[config.mk]
export PLATFORM = sky130hd
export DESIGN_NAME = fetch_pc_unit_flat
export DESIGN_NICKNAME = d
export VERILOG_FILES = /design/src/rtl/fetch_pc_unit_pkg.sv /design/src/rtl/fetch_pc_unit_if.sv /design/src/rtl/fetch_pc_unit_next_pc_calc.sv /design/src/rtl/fetch_pc_unit.sv /design/src/flat_wrapper.sv
export SDC_FILE = /design/constraint.sdc
export NUM_CORES = 1
export LEC_CHECK = 0
export BUFFER_PORTS_ARGS = -buffer_cell sky130_fd_sc_hd__buf_4
export CAP_MARGIN = 25
export CORE_UTILIZATION = 49
export CTS_CLUSTER_SIZE = 14
export DETAILED_ROUTE_END_ITERATION = 8
export PLACE_DENSITY_LB_ADDON = 0.1
export RECOVER_POWER = 100
export REMOVE_ABC_BUFFERS = 1
export SYNTH_ARGS = -nofsm -noshare
export SYNTH_HDL_FRONTEND = slang
export SYNTH_HIERARCHICAL = 1
export SYNTH_SLANG_ARGS = --single-unit
[constraint.sdc]
create_clock -name clk -period 3.3 [get_ports clk]
set_input_delay 0.165 -clock clk [delete_from_list [all_inputs] [get_ports clk]]
set_output_delay 0.165 -clock clk [all_outputs]
set_load 0.01 [all_outputs]
[src/rtl/fetch_pc_unit_pkg.sv]
// rtl/fetch_pc_unit_pkg.sv - shared encodings and constants for the fetch stage
package fetch_pkg;
  localparam logic [1:0] REDIR_BRANCH = 2'b00;
  localparam logic [1:0] REDIR_JUMP   = 2'b01;
  localparam logic [1:0] REDIR_REG    = 2'b10;

  typedef enum logic {
    FETCH = 1'b0,
    HOLD  = 1'b1
  } fetch_state_e;

  localparam logic [31:0] PC_STEP = 32'd4;
endpackage

[src/rtl/fetch_pc_unit_if.sv]
// rtl/fetch_pc_unit_if.sv - instruction memory req/ack bus between fetch and imem
interface fetch_pc_unit_if;
  logic        imem_req;
  logic [31:0] imem_addr;
  logic        imem_ack;
  logic [31:0] imem_rdata;

  modport master (output imem_req, output imem_addr, input imem_ack, input imem_rdata);
  modport slave  (input imem_req, input imem_addr, output imem_ack, output imem_rdata);
endinterface

[src/rtl/fetch_pc_unit_next_pc_calc.sv]
// rtl/fetch_pc_unit_next_pc_calc.sv - combinational redirect target from raw fields
module next_pc_calc
  import fetch_pkg::*;
(
  input  logic [1:0]  sel,
  input  logic [31:0] base,
  input  logic [25:0] imm,
  input  logic [31:0] reg_tgt,
  output logic [31:0] target,
  output logic        valid
);
  always_comb begin
    target = '0;
    valid  = 1'b1;
    case (sel)
      REDIR_BRANCH: target = base + {{14{imm[15]}}, imm[15:0], 2'b00};
      REDIR_JUMP:   target = {base[31:28], imm, 2'b00};
      REDIR_REG:    target = reg_tgt & 32'hFFFF_FFFC;
      default:      valid  = 1'b0;
    endcase
  end
endmodule

[src/rtl/fetch_pc_unit.sv]
// rtl/fetch_pc_unit.sv - PC owner, imem fetch FSM and one-entry buffer toward decode
// Optional FETCH_PERF_EN adds fetched/flushed event counters.
module fetch_pc_unit
  import fetch_pkg::*;
#(
  parameter logic [31:0] RESET_PC = 32'h0000_0000,
  parameter int          PC_W     = 32
) (
  input  logic              clk,
  input  logic              reset,
  fetch_pc_unit_if.master   imem,
  output logic              if_valid,
  output logic [31:0]       if_instr,
  output logic [PC_W-1:0]   if_pc,
  output logic [PC_W-1:0]   if_pc4,
  input  logic              id_ready,
  input  logic              redir_valid,
  input  logic [1:0]        redir_sel,
  input  logic [PC_W-1:0]   redir_base,
  input  logic [25:0]       redir_imm,
  input  logic [PC_W-1:0]   redir_reg
`ifdef FETCH_PERF_EN
  ,
  output logic [31:0]       perf_fetched,
  output logic [31:0]       perf_flushed
`endif
);
  fetch_state_e    state;
  logic [PC_W-1:0] pc;
  logic [PC_W-1:0] target;
  logic            target_ok;
  logic            redir_take;
  logic            fetch_ack;

  next_pc_calc u_next_pc_calc (
    .sel     (redir_sel),
    .base    (redir_base),
    .imm     (redir_imm),
    .reg_tgt (redir_reg),
    .target  (target),
    .valid   (target_ok)
  );

  assign redir_take     = redir_valid & target_ok;
  assign fetch_ack      = (state == FETCH) & imem.imem_ack;
  // Reset is folded in so no request is visible during the reset cycle itself.
  assign imem.imem_req  = (state == FETCH) & ~reset;
  assign imem.imem_addr = pc;

  always_ff @(posedge clk) begin
    if (reset) begin
      pc       <= RESET_PC;
      state    <= FETCH;
      if_valid <= 1'b0;
      if_instr <= '0;
      if_pc    <= '0;
      if_pc4   <= '0;
`ifdef FETCH_PERF_EN
      perf_fetched <= '0;
      perf_flushed <= '0;
`endif
    end else if (redir_take) begin
      // Flush wins over a same-cycle consume or ack.
      pc       <= target;
      state    <= FETCH;
      if_valid <= 1'b0;
`ifdef FETCH_PERF_EN
      if (if_valid || fetch_ack) perf_flushed <= perf_flushed + 32'd1;
`endif
    end else begin
      case (state)
        FETCH: begin
          if (imem.imem_ack) begin
            if_instr <= imem.imem_rdata;
            if_pc    <= pc;
            if_pc4   <= pc + PC_STEP;
            if_valid <= 1'b1;
            pc       <= pc + PC_STEP;
            state    <= HOLD;
`ifdef FETCH_PERF_EN
            perf_fetched <= perf_fetched + 32'd1;
`endif
          end
        end
        HOLD: begin
          if (id_ready) begin
            if_valid <= 1'b0;
            state    <= FETCH;
          end
        end
        default: state <= FETCH;
      endcase
    end
  end
endmodule
[src/flat_wrapper.sv]
// flat-port wrapper written by rule: the top's interface ports become plain ports
module fetch_pc_unit_flat import fetch_pkg::*;
#(
  parameter logic [31:0] RESET_PC = 32'h0000_0000,
  parameter int          PC_W     = 32
)
  (clk, reset, if_valid, if_instr, if_pc, if_pc4, id_ready, redir_valid, redir_sel, redir_base, redir_imm, redir_reg, imem_imem_req, imem_imem_addr, imem_imem_ack, imem_imem_rdata);
  fetch_pc_unit_if imem_i ();
  input  logic clk;
  input  logic reset;
  output logic if_valid;
  output logic [31:0] if_instr;
  output logic [PC_W-1:0] if_pc;
  output logic [PC_W-1:0] if_pc4;
  input  logic id_ready;
  input  logic redir_valid;
  input  logic [1:0] redir_sel;
  input  logic [PC_W-1:0] redir_base;
  input  logic [25:0] redir_imm;
  input  logic [PC_W-1:0] redir_reg;
  output wire logic [$bits(imem_i.imem_req)-1:0] imem_imem_req;
  output wire logic [$bits(imem_i.imem_addr)-1:0] imem_imem_addr;
  input wire logic [$bits(imem_i.imem_ack)-1:0] imem_imem_ack;
  input wire logic [$bits(imem_i.imem_rdata)-1:0] imem_imem_rdata;
  assign imem_imem_req = imem_i.imem_req;
  assign imem_imem_addr = imem_i.imem_addr;
  assign imem_i.imem_ack = imem_imem_ack;
  assign imem_i.imem_rdata = imem_imem_rdata;
  fetch_pc_unit #(.RESET_PC(RESET_PC), .PC_W(PC_W)) u_core (.clk(clk), .reset(reset), .imem(imem_i), .if_valid(if_valid), .if_instr(if_instr), .if_pc(if_pc), .if_pc4(if_pc4), .id_ready(id_ready), .redir_valid(redir_valid), .redir_sel(redir_sel), .redir_base(redir_base), .redir_imm(redir_imm), .redir_reg(redir_reg));
endmodule
==> reports/qor.csv <==
stage;metric;value;unit
worst_setup_path;path_delay_family;buffers and inverters;
floorplanning;die_y;127;microns
sta;fmax;358;MHz
clock_network;clock_latency;410;ps
global_route;antenna_found_initial;0;
logic_synthesis;yosys_warnings;6;
clock_network;clk_path_buf_depth;2;
route;firstDrtPassIters;5;
global_route;track_usage;27.3;%
finish;multi_input_area;4690;sq um
clock_network;htreeDepth;4;
clock_network;cts_buffers;17;
sta;fin_ws;509;ps
worst_setup_path;cp-startpoint;redir_sel[0];
global_route;grt_pass1_vias;6962;
clock_network;cts_sinks;128;
power_and_ir_drop;p_leak;3.89;nW
logic_synthesis;synth-edff-count;0;
place;pre_cts_ws;340;ps
logic_synthesis;synth_cell_types;65;
worst_setup_path;crit_path_end_kind;register;
sta;drv_slew;0;
logic_synthesis;ys_seq_area_share;33.3;%
logic_synthesis;syn_inst;1023;
global_route;globalRouteOverflowTotal;0;
route;wirelength;22900;microns
floorplanning;die-area;16200;sq um
worst_setup_path;r2r-start;u_core/imem.imem_addr[2]$_SDFFE_PP0P_;
clock_network;cts-root-buf;clkbuf_16;
floorplanning;std_cell_rows;45;
worst_setup_path;worst-path-max-fanout;32;
worst_setup_path;worstPathRequired;3620;ps
finish;drive_gt1_share;14.6;%
global_route;grt_pass1_wl;35600;microns
sta;worst_pin_slew;1290;ps
logic_synthesis;syn_area;7700;sq um
logic_synthesis;synth-seq-cells;128;
hold_path;holdCritPathClass;input pin to register;
floorplanning;ios;259;
clock_network;post-cts-setup-buffer-count;0;
route;drc;0;
power_and_ir_drop;total_power;4.81;mW
status;outcome;finished clean;
route;drt-initial-drc-count;587;
route;via_count;7830;
run;drv_cap;0;
floorplanning;initial_core_util;50.4;%
floorplanning;coreArea;15300;sq um
sta;hold_viol;0;
route;antenna_left;0;
global_route;grt_max_degree;87;
sta;fin_crit_sh;84.6;%
route;routed_via_density;5.31;
sta;period_needed;2790;ps
worst_setup_path;crit_top_cell;clkbuf_1;
worst_setup_path;critPathMaxStageDelay;910;ps
worst_setup_path;worstPathArrival;3110;ps
route;routedWlPerCell;15.5;microns
power_and_ir_drop;power.density;480;nW/um^2
finish;antennaDiodeCount;0;
logic_synthesis;dominantRegCellSynth;dfxtp_1;
place;dp_hpwl;15900;microns
worst_setup_path;worst_path_max_delay_cell;clkbuf_1;
clock_network;cts.clk_slew.worst_paths;60;ps
logic_synthesis;synthArstFlopShare;0;%
finish;area_growth;30.2;%
sta;finClkSkew;9.56;ps
place;io_buffers;256;
finish;fillCellCount;1495;
power_and_ir_drop;peakVddDrop;0.000212;V
sta;rsz0062_at_grt;false;
worst_setup_path;critPathLaunchType;input pin;
finish;fin_nets;1411;
sta;setup_viol;0;
hold_path;hp-start;imem_imem_rdata[10];
clock_network;cts_tree;yes;
worst_setup_path;crit_buf_inv;2;
sta;slew_headroom;14.0;%
finish;regArea;2560;sq um
worst_setup_path;cp_cell_sequence;clkbuf_1, nand2_1, and2_0, nor2_4, clkbuf_1, nor2_1, a211oi_1;
logic_synthesis;syn_area_per_cell;7.52;sq um
floorplanning;dieWidth;127;microns
worst_setup_path;critPathKind;input pin to register;
place;gp_congestion;0.891;
==> synthesized netlist by cell type, drive strengths merged, types with 7 or more instances <==
cell type / instances / area, sq um
nor3: 9 / 55.1
a211oi: 57 / 483
nor2: 104 / 390
nand3: 18 / 103
xor2: 52 / 455
inv: 12 / 45.0
xnor2: 27 / 236
nand4: 28 / 181
dfxtp: 128 / 2560
o21ai: 46 / 230
and4: 7 / 61.3
and3: 7 / 43.8
buf: 24 / 128
ha: 30 / 375
nand2: 206 / 773
a21o: 11 / 83.8
clkbuf: 62 / 236
mux2i: 12 / 120
a21oi: 117 / 589
==> worst min-delay path: stages <==
cell and delay [ps]:
buf_4 110, nand2_1 50, a21oi_1 50
==> layout make-up <==
class,count,share of cell area [%]
multi-input combinational,797,46.8
inverter,12,0.450
sequential,128,25.6
clock buffer,19,4.42
clock inverter,13,2.10
timing repair buffer,295,18.0
tap,211,2.64
==> layout by cell type, fill, tap and decap left out, types with 10 or more instances in the layout <==
cell type / n
nand4_1: 27
nand3_1: 18
nor2_1: 103
dfxtp_1: 128
o21ai_0: 39
buf_4: 132
a211oi_1: 52
dlygate4sd3_1: 27
ha_1: 30
clkbuf_1: 134
mux2i_1: 12
clkbuf_16: 17
xor2_1: 52
a21oi_1: 117
nand2_1: 206
inv_1: 11
xnor2_1: 27
a21o_1: 10
==> repair_timing <==
action                                  4_1_cts  5_1_grt
hold endpoints to repair                     27        0
endpoints found under the setup margin        0        0
gates resized for setup                       0        0
hold buffers                                 27        0
==> sequential cells by signal (all words and copies together) (netlist names) <==
register,cells
u_core/if_pc,32
u_core/if_instr,32
u_core/imem.imem_addr,32
u_core/if_pc4,30
u_core/if_valid,1
u_core/state,1
==> final timing paths <==
check	cells after the start	slack (ps)	end
setup / recovery	7	510	u_core/if_pc4[12]$_SDFFE_PP0P_
hold / removal	3	8	u_core/if_instr[10]$_SDFFE_PP0P_
hold reg to reg	2	450	u_core/if_pc[8]$_SDFFE_PP0P_
setup reg to reg	6	610	u_core/imem.imem_addr[28]$_SDFFE_PP0P_
==> logic make-up (layout without fill, tap and decap cells) <==
logic type / count (synthesis) / after routing / share of synthesized area (%)
XOR/XNOR: 79 / 79 / 8.99
multiplexers: 13 / 13 / 1.71
buffers and inverters: 98 / 339 / 5.32
AO/OA/AOI/OAI: 263 / 263 / 21.5
adder cells (fa/ha/maj): 31 / 31 / 5.14
flip-flops: 128 / 128 / 33.3
AND/OR/NAND/NOR: 411 / 411 / 24.1
==> through the flow <==
stage / hold WS [ps] / instance area [sq um] / cells / setup TNS, ps / utilization, %
after floorplan: 230 / 7330 / 937 / -149620 / -
after global placement: 414 / 9650 / 1416 / 0 / 63.2
after detailed placement: 422 / 9650 / 1416 / 0 / 63.2
after CTS: 2.66 / 10600 / 1475 / 0 / 69.3
after global routing: 15.5 / 10000 / 1475 / 0 / 65.7
final: 8.43 / 10000 / 1475 / 0 / 65.7
==> where the power goes <==
group	switching, mW	internal [mW]
Clock	0.692	1.36
Sequential	0.109	1.64
Combinational	0.569	0.430
Total	1.37	3.44
==> per-layer routing <==
metal | GRT usage (%) | share of wire (%) | wire length [microns]
met1 | 36.6 | 46 | 10600
met2 | 45.2 | 46 | 10500
met4 | 5.81 | 0.92 | 211
met5 | 0 | 0 | 0
met3 | 5.90 | 6.8 | 1560
(Power assumes the default switching activity.)
